[src/rtl/adder_pkg.sv]
// Shared constants and the golden add function for the registered adder.
package adder_pkg;

  localparam int unsigned DEFAULT_WIDTH = 4;
  localparam int unsigned MAX_WIDTH     = 32;

  // Full-width reference sum {carry, sum} of a + b + cin.
  // Operands are zero-extended to MAX_WIDTH, so callers pass narrower values cast up.
  function automatic logic [MAX_WIDTH:0] ref_add(
    input logic [MAX_WIDTH-1:0] a,
    input logic [MAX_WIDTH-1:0] b,
    input logic                 cin
  );
    return {1'b0, a} + {1'b0, b} + {{MAX_WIDTH{1'b0}}, cin};
  endfunction

endpackage : adder_pkg

[src/rtl/adder_4_reg_full_adder_1b.sv]
// One-bit full adder cell; the ripple chain in the top level is built from these.
module full_adder_1b (
  input  logic a,
  input  logic b,
  input  logic ci,
  output logic s,
  output logic co
);

  logic p;

  // Propagate term is shared by the sum and the carry.
  assign p  = a ^ b;
  assign s  = p ^ ci;
  assign co = (a & b) | (ci & p);

endmodule : full_adder_1b

[src/rtl/adder_4_reg.sv]
// WIDTH-bit ripple-carry adder with carry-in/out and one registered output stage.
module adder_4_reg
  import adder_pkg::*;
#(
  parameter int unsigned WIDTH = DEFAULT_WIDTH
) (
  input  logic             clk,
  input  logic             rst,
  input  logic             in_valid,
  input  logic [WIDTH-1:0] A,
  input  logic [WIDTH-1:0] B,
  input  logic             Cin,
  output logic [WIDTH-1:0] SUM,
  output logic             Cout,
  output logic             out_valid
);

  // carry[i] feeds bit i; carry[0] is the external carry-in, carry[WIDTH] is the carry-out.
  logic [WIDTH:0]   carry;
  logic [WIDTH-1:0] sum_bits;
  logic [WIDTH:0]   sum_full;

  assign carry[0] = Cin;

  // Ripple chain: each cell consumes the carry of the cell below it.
  for (genvar i = 0; i < WIDTH; i++) begin : g_ripple
    full_adder_1b u_fa (
      .a  (A[i]),
      .b  (B[i]),
      .ci (carry[i]),
      .s  (sum_bits[i]),
      .co (carry[i+1])
    );
  end

  assign sum_full = {carry[WIDTH], sum_bits};

  logic [WIDTH-1:0] sum_q, sum_d;
  logic             cout_q, cout_d;
  logic             valid_q, valid_d;

  // Next-state: capture the new sum on a valid input, otherwise hold; out_valid pulses only on capture.
  always_comb begin
    // NOTE: every output of this block gets a default first, so no path leaves one unassigned and no latch is inferred.
    sum_d   = sum_q;
    cout_d  = cout_q;
    valid_d = 1'b0;
    if (in_valid) begin
      sum_d   = sum_full[WIDTH-1:0];
      cout_d  = sum_full[WIDTH];
      valid_d = 1'b1;
    end
  end

  // Output registers with synchronous reset taking priority over a captured add.
  always_ff @(posedge clk) begin
    // NOTE: state is updated with non-blocking assignments so every flop samples pre-edge values.
    if (rst) begin
      sum_q   <= '0;
      cout_q  <= 1'b0;
      valid_q <= 1'b0;
    end else begin
      sum_q   <= sum_d;
      cout_q  <= cout_d;
      valid_q <= valid_d;
    end
  end

  assign SUM       = sum_q;
  assign Cout      = cout_q;
  assign out_valid = valid_q;

  // The ripple chain must always agree with the plain-arithmetic golden sum.
  logic [MAX_WIDTH:0] ref_full;
  assign ref_full = ref_add(MAX_WIDTH'(A), MAX_WIDTH'(B), Cin);

  a_ripple_matches_ref : assert property (
    @(posedge clk) disable iff (rst) ((MAX_WIDTH+1)'(sum_full) == ref_full)
  );

endmodule : adder_4_reg

[config.mk]
export PLATFORM = sky130hd
export DESIGN_NAME = adder_4_reg
export DESIGN_NICKNAME = d
export VERILOG_FILES = /design/src/rtl/adder_pkg.sv /design/src/rtl/adder_4_reg_full_adder_1b.sv /design/src/rtl/adder_4_reg.sv
export SDC_FILE = /design/constraint.sdc
export NUM_CORES = 1
export LEC_CHECK = 0
export BUFFER_PORTS_ARGS = -buffer_cell sky130_fd_sc_hd__buf_2
export CORE_AREA = 2 2 39 41
export DETAILED_ROUTE_END_ITERATION = 10
export DIE_AREA = 0 0 41 43
export GPL_TIMING_DRIVEN = 0
export HOLD_SLACK_MARGIN = 0.06
export MAX_ROUTING_LAYER = met4
export PLACE_DENSITY = 0.52
export RECOVER_POWER = 100
export SLEW_MARGIN = 40
export SYNTH_ARGS = -nofsm -noshare
export SYNTH_HDL_FRONTEND = slang
export SYNTH_HIERARCHICAL = 1
export SYNTH_SLANG_ARGS = --single-unit
[constraint.sdc]
create_clock -name clk -period 2.31 [get_ports clk]
set_input_delay 0.231 -clock clk [delete_from_list [all_inputs] [get_ports clk]]
set_output_delay 0.231 -clock clk [all_outputs]
set_load 0.01 [all_outputs]
==> out/qor.yml, run 1 <==
place:
  io_buffer_count: 16
  gpl.final_weighted_congestion: 0.5964
  place_worst_setup_slack_ns: -0.03755
pwr:
  switching_share_pct: 26.07
  leakage_nw: 0.1783
  net_switching_power_of_the_design_mw: 0.06958
  clkPwrFrac_pct: 36.1
  internal-power_mw: 0.1973
  share_comb_of_total_power_pct: 19.7
  pwr_total_mw: 0.2669
  reg_power_share_pct: 44.2
  power-per-cell-area_nw_per_um2: 679.3
  ir_worst_vdd_uv: 235.9
worst_setup_path:
  criticalPathCategory: "in2reg"
  rr_endpoint: "SUM[2]"
  worstPathMaxFanout: 1
  reg2reg_from: "SUM[2]"
  worst_r2r_setup_slack_ns: 1.72
  reg2reg_depth: 2
  startpoint_type: "input port"
  worst_ep_required_time_ns: 2.44
  worst-endpoint-arrival_ns: 2.17
  critPathCaptureType: "register"
timing:
  rsz_0062_raised_after_global_routing: "false"
  clock_skew_ns: 0
  whs_ns: 0.2253
  timing.slew.headroom_pct: 73.79
  max_freq_mhz: 489.4
  tightest_slew_ns: 0.3932
  final_critical_path_setup_slack_ns: 0.2668
  final.period_utilization_pct: 88.45
  timing_hold_violations_final: 0
  timing.final.max_slew_violations: 0
  timing.final.crit_period_ns: 2.043
  finalSetupViolCount: 0
global_routing:
  grt_antenna_before_repair: 0
  grt_pass1_wl_um: 869
  groute.usage.overall_pct: 7.884
  global_route.overflow_total: 0
  vias_in_the_first_global_route: 255
  grt_max_degree: 7
job:
  max_cap_viol_count: 0
finish:
  number_of_nets_in_the_layout: 59
  drive_above_1_share_pct: 29.27
  insertedDiodeCount: 0
  top_library_cells_by_usage_in_the_layout_fill_and_taps_aside: "sky130_fd_sc_hd__buf_2 (9), sky130_fd_sc_hd__clkbuf_1 (8), sky130_fd_sc_hd__dfxtp_1 (6)"
  area_growth_pct: 37.12
  layout_commonest_cell: "sky130_fd_sc_hd__buf_2"
synthesis:
  synth.net_count: 38
  yosys.cell_types.count: 6
  synthesis.yosys.warnings: 6
  synth.yosys.seq_area_share_pct: 41.92
  count_of_mapped_cells_out_of_synthesis: 22
  post_synth_instance_area_um2: 286.5
  post_synthesis_area_per_instance_um2: 13.02
  synth_seq_cells: 6
clock_network:
  clock-root-buffer: "sky130_fd_sc_hd__clkbuf_4"
  cts_hold_buffers: 0
  cts_num_sinks: 6
  clk_latency_ns: 0.24
  clk_transition_reported_paths_ns: 0.05
  htree_num_levels: 1
  cts_inserted_buffers: 3
  clock_buffer_depth: 2
  post_cts.repair.setup_buffers: 0
  ctsResizeCount: 0
  tritoncts: "built"
route:
  number_of_design_rule_violations_left_after_detail_routing: 0
  detail_route.wirelength_um: 564
  initialDrtViolationCount: 0
  via_per_inst: 4.088
  vias_after_detailed_routing: 233
  post_drt_wl_per_cell_um: 9.895
  drtAntennaViolNets: 0
  drtPass1Iterations: 1
run_status:
  run_status: "finished, final reports clean"
floorplanning:
  fp.coreArea_um2: 1384
  fp-row-count: 14
  horizontal_die_dimension_um: 41
  dieArea_um2: 1763
  floorplan.io_pins: 18
  die-height_um: 43
  start_util_pct: 20.71
worst_hold_path:
  min_path_type: "in2reg"
  hold_path_end: "SUM[0]"
  min_delay_path_depth: 2
  hold_path_startpoint: "rst"
-- sequential cells by signal, indices dropped and copies added, names as in the netlist --
name / cells
Cout: 1
SUM: 4
out_valid: 1
-- synthesized netlist by cell type --
| master | number | area, um2 |
|---|---|---|
| sky130_fd_sc_hd__nor2_1 | 5 | 18.77 |
| sky130_fd_sc_hd__mux2i_1 | 5 | 50.05 |
| sky130_fd_sc_hd__nor2b_1 | 1 | 6.260 |
| sky130_fd_sc_hd__buf_6 | 1 | 11.26 |
| sky130_fd_sc_hd__fa_1 | 4 | 80.08 |
| sky130_fd_sc_hd__dfxtp_1 | 6 | 120.1 |
-- metrics by stage --
| step | util [%] | instances | area, um2 | setup TNS [ns] |
|---|---|---|---|---|
| after floorplan | - | 22 | 286.5 | 0 |
| after global placement | 27.94 | 54 | 386.6 | 0 |
| after detailed placement | 27.94 | 54 | 386.6 | -0.03755 |
| after CTS | 29.57 | 57 | 409.1 | 0 |
| after global routing | 28.39 | 57 | 392.9 | 0 |
| final | 28.39 | 57 | 392.9 | 0 |
-- area by class of cell --
| cell class | count | area, um2 |
|---|---|---|
| clock buffers | 3 | 22.52 |
| fillers | 152 | 991.0 |
| plain buffers | 1 | 3.754 |
| flip-flops and latches | 6 | 120.1 |
| repair buffers | 16 | 71.32 |
| multi-input cells | 15 | 155.1 |
| well taps | 16 | 20.02 |
-- cells by family (layout without fill, tap and decap cells) --
kind of cell             Yosys count  after routing  synth area share (%)
AND/OR/NAND/NOR                    6              6                 8.736
adder cells (fa/ha/maj)            4              4                 27.95
buffers and inverters              1             20                 3.930
flip-flops                         6              6                 41.92
multiplexers                       5              5                 17.47
-- per-layer routing --
layer	routed length, um	track usage, %	part of all wire [%]
met1	239	9.241	42
met2	215	10.31	38
met3	109	4.712	19
met4	0	4.000	0
met5	0	-	0
-- worst max-delay path, stage by stage --
cell and delay, ns:
sky130_fd_sc_hd__clkbuf_1 0.09, sky130_fd_sc_hd__fa_1 0.43, sky130_fd_sc_hd__fa_1 0.40, sky130_fd_sc_hd__fa_1 0.39
sky130_fd_sc_hd__fa_1 0.43, sky130_fd_sc_hd__mux2i_1 0.14, sky130_fd_sc_hd__nor2_1 0.05
-- worst max-delay path by stage --
stage	startpoint	endpoint	slack [ns]	cells past startpoint
after detailed placement	A[0]	SUM[3]	-0.04	7
after global routing	A[0]	SUM[3]	0.18	7
final	A[0]	SUM[3]	0.27	7
after global placement	A[0]	SUM[3]	0.01	7
after floorplan	A[0]	SUM[3]	0.19	6
after CTS	A[0]	SUM[3]	0.24	7
-- power by group through the flow --
| stage | sequential, mW | clock (mW) | combinational, mW |
|---|---|---|---|
| 6_report | 0.118 | 0.0963 | 0.0527 |
| 5_1_grt | 0.119 | 0.106 | 0.0612 |
| 4_1_cts | 0.118 | 0.101 | 0.0587 |
| 3_5_place_dp | 0.119 | 0 | 0.0582 |
| 3_3_place_gp | 0.119 | 0 | 0.0576 |
| 2_1_floorplan | 0.124 | 0 | 0.0256 |
(Power assumes the default switching activity.)
==> run 2: changes to the inputs <==
--- a/config.mk
+++ b/config.mk
@@ -12,10 +12,9 @@
 export GPL_TIMING_DRIVEN = 0
 export HOLD_SLACK_MARGIN = 0.06
 export MAX_ROUTING_LAYER = met4
-export PLACE_DENSITY = 0.52
+export PLACE_DENSITY = 0.55
 export RECOVER_POWER = 100
 export SLEW_MARGIN = 40
 export SYNTH_ARGS = -nofsm -noshare
 export SYNTH_HDL_FRONTEND = slang
-export SYNTH_HIERARCHICAL = 1
 export SYNTH_SLANG_ARGS = --single-unit
==> out/qor.yml, run 2 <==
run_status:
  run_status: "finished, final reports clean"
synthesis:
  post_synthesis_area_per_instance_um2: 11.22  # -14%
  postSynth.topFlopCell: "sky130_fd_sc_hd__dfxtp_1"
  synth.net_count: 45  # +18%
  post_synth_instance_area_um2: 325.3  # +14%
  synth_commonest_cells: "sky130_fd_sc_hd__inv_1 (7), sky130_fd_sc_hd__dfxtp_1 (6), sky130_fd_sc_hd__fa_1 (4)"
  synthesis.yosys.warnings: 0  # -6
  synth_seq_cells: 6  # unchanged
  number_of_enable_type_register_cells_in_the_synthesized_netlist: 0  # unchanged
  synth_top_cell_area_share_pct: 36.92  # -5.0 points
  yosys.cell_types.count: 9  # +3
  synthDominantAreaCellType: "sky130_fd_sc_hd__dfxtp_1"
  synth_async_sr_flop_share_pct: 0  # unchanged
  synth.yosys.seq_area_share_pct: 36.92  # -5.0 points
  post-synth-top-count-cell: "sky130_fd_sc_hd__inv_1"
  count_of_mapped_cells_out_of_synthesis: 29  # +32%
  synth.area.top_cells: "sky130_fd_sc_hd__dfxtp_1 (37%), sky130_fd_sc_hd__fa_1 (25%), sky130_fd_sc_hd__a211oi_2 (12%)"
pwr:
  power-per-cell-area_nw_per_um2: 635.2  # -6.5%
  leakage_nw: 0.2046  # +15%
  ir_worst_vdd_uv: 439.8  # +86%
worst_setup_path:
  path_delay_family: "adder cells"
  worst_r2r_setup_slack_ns: 1.65  # -0.07 ns
  critPathCaptureType: "register"
  worst_ep_required_time_ns: 2.47  # +0.03 ns
  worst-endpoint-arrival_ns: 2.04  # -0.13 ns
  criticalPathCategory: "in2reg"
  cpMaxStageDelayCell: "sky130_fd_sc_hd__fa_1"
  cpPeakStageDelay_ns: 0.40  # -0.03 ns
  timing.critical_path.cells: "buf_2 > inv_1 > fa_1 > inv_1 > fa_1 > fa_1 > inv_1 > fa_1 > a211oi_1"
  critical_path.most_common_cell: "sky130_fd_sc_hd__fa_1"
  reg2reg_depth: 2  # unchanged
  reg2reg_from: "SUM[3]"
  path_buf_inv: 4  # +3
  rr_endpoint: "SUM[3]"
  worstPathMaxFanout: 1  # unchanged
  startpoint_type: "input port"
route:
  number_of_design_rule_violations_left_after_detail_routing: 0  # unchanged
  initialDrtViolationCount: 1  # +1
  detail_route.wirelength_um: 537  # -4.8%
  via_per_inst: 3.844  # -6.0%
  drtPass1Iterations: 2  # +1
  drtAntennaViolNets: 0  # unchanged
  vias_after_detailed_routing: 246  # +5.6%
  post_drt_wl_per_cell_um: 8.391  # -15%
worst_hold_path:
  hold_path_end: "out_valid"
  min_path_type: "in2reg"
  hold_path_startpoint: "rst"
  min_delay_path_depth: 2  # unchanged
clock_network:
  clock_buffer_depth: 2  # unchanged
  clk_transition_reported_paths_ns: 0.04  # about the same
  cts_hold_buffers: 0  # unchanged
  tritoncts: "built"
  ctsResizeCount: 0  # unchanged
  cts_inserted_buffers: 3  # unchanged
  htree_num_levels: 1  # unchanged
  post_cts.repair.setup_buffers: 0  # unchanged
  clk_latency_ns: 0.24  # about the same
  cts_num_sinks: 6  # unchanged
  clock-root-buffer: "sky130_fd_sc_hd__clkbuf_4"
timing:
  timing_hold_violations_final: 0  # unchanged
  max_freq_mhz: 531.1  # +8.5%
  timing.final.crit_period_ns: 1.883  # -0.1604 ns
  final.period_utilization_pct: 81.51  # -6.9 points
  clock_skew_ns: 0  # unchanged
  tightest_slew_ns: 0.4506  # +0.05745 ns
  fin_setup_tns_ns: 0  # unchanged
  rsz_0062_raised_after_global_routing: "false"
  timing.final.max_slew_violations: 0  # unchanged
  whs_ns: 0.2356  # +0.01027 ns
  finalSetupViolCount: 0  # unchanged
  final_critical_path_setup_slack_ns: 0.4272  # +0.1604 ns
  timing.slew.headroom_pct: 69.96  # -3.8 points
global_routing:
  grt_antenna_before_repair: 0  # unchanged
  global_route.overflow_total: 0  # unchanged
  vias_in_the_first_global_route: 223  # -13%
  grt_max_degree: 10  # +3
  grt_pass1_wl_um: 917  # +5.5%
  groute.usage.overall_pct: 8.229  # +0.35 points
floorplanning:
  fp.coreArea_um2: 1384  # unchanged
  dieArea_um2: 1763  # unchanged
  start_util_pct: 23.51  # +2.8 points
  fp-row-count: 14  # unchanged
  horizontal_die_dimension_um: 41  # unchanged
  die-height_um: 43  # unchanged
  floorplan.io_pins: 18  # unchanged
finish:
  layout_commonest_cell: "sky130_fd_sc_hd__buf_2"
  area_growth_pct: 28.46
  top_library_cells_by_usage_in_the_layout_fill_and_taps_aside: "sky130_fd_sc_hd__buf_2 (10), sky130_fd_sc_hd__inv_1 (7), sky130_fd_sc_hd__clkbuf_1 (7)"
  insertedDiodeCount: 0  # unchanged
  number_of_flip_flops_under_the_largest_register_name: 4  # unchanged
  drive_above_1_share_pct: 31.25  # +2.0 points
  final_util_pct: 30.20  # +1.8 points
  number_of_nets_in_the_layout: 66  # +12%
place:
  post-dp-hpwl_um: 444.7
  io_buffer_count: 16  # unchanged
  gpl.final_weighted_congestion: 0.5806  # -2.6%
  place_worst_setup_slack_ns: 0.1485  # +0.1860 ns
job:
  max_cap_viol_count: 0  # unchanged
==> run 2: changes by cell type after synthesis <==
cell / previous run / this run
sky130_fd_sc_hd__a211oi_2: 0 / 3
sky130_fd_sc_hd__inv_1: 0 / 7
sky130_fd_sc_hd__nor2_1: 5 / 3
sky130_fd_sc_hd__mux2i_1: 5 / 2
sky130_fd_sc_hd__nor2_2: 0 / 2
==> run 2: cells by family after synthesis <==
logic type                 share of synthesized area (%)
AOI/OAI and AO/OA                                  11.54
adders and majority gates                          24.62
buffers and inverters                              11.54
DFF                                                36.92
muxes                                              6.154
and+or+nand+nor                                    9.231
==> run 2: worst max-delay path by stage <==
stage,from,to,depth (start not counted)
after detailed placement,A[0],SUM[3],9
after CTS,A[0],SUM[3],9
final,A[0],SUM[3],9
after global routing,A[0],SUM[3],9
after floorplan,A[0],SUM[3],8
after global placement,A[0],SUM[3],9
==> run 2: metrics by stage <==
step / instances / area [um2] / power (mW)
finish: 64 / 417.9 / 0.2654
global route: 64 / 417.9 / 0.2896
CTS: 64 / 447.9 / 0.2814
detailed placement: 61 / 425.4 / 0.1830
global placement: 61 / 425.4 / 0.1818
floorplan: 29 / 325.3 / 0.1571
==> run 2: layout make-up <==
type	instances	area, um2
repair buffers	16	72.57
flip-flops and latches	6	120.1
fillers	162	965.9
inverters	7	26.28
well taps	16	20.02
plain buffers	1	3.754
clock buffers	3	22.52
multi-input cells	15	152.6
==> run 2: power by group <==
part           switching [mW]  internal (mW)  total, mW
Sequential            0.00439          0.113      0.118
Clock                  0.0364         0.0587     0.0951
Combinational          0.0283         0.0244     0.0527
Total                  0.0690          0.196      0.265
==> run 2: per-layer routing <==
metal | track usage [%] | up-vias | routed length, um
met5 | - | - | 0
met4 | 0 | 0 | 0
met3 | 7.853 | 0 | 60
met2 | 9.688 | 10 | 232
met1 | 11.04 | 108 | 244
li1 | - | 128 | -
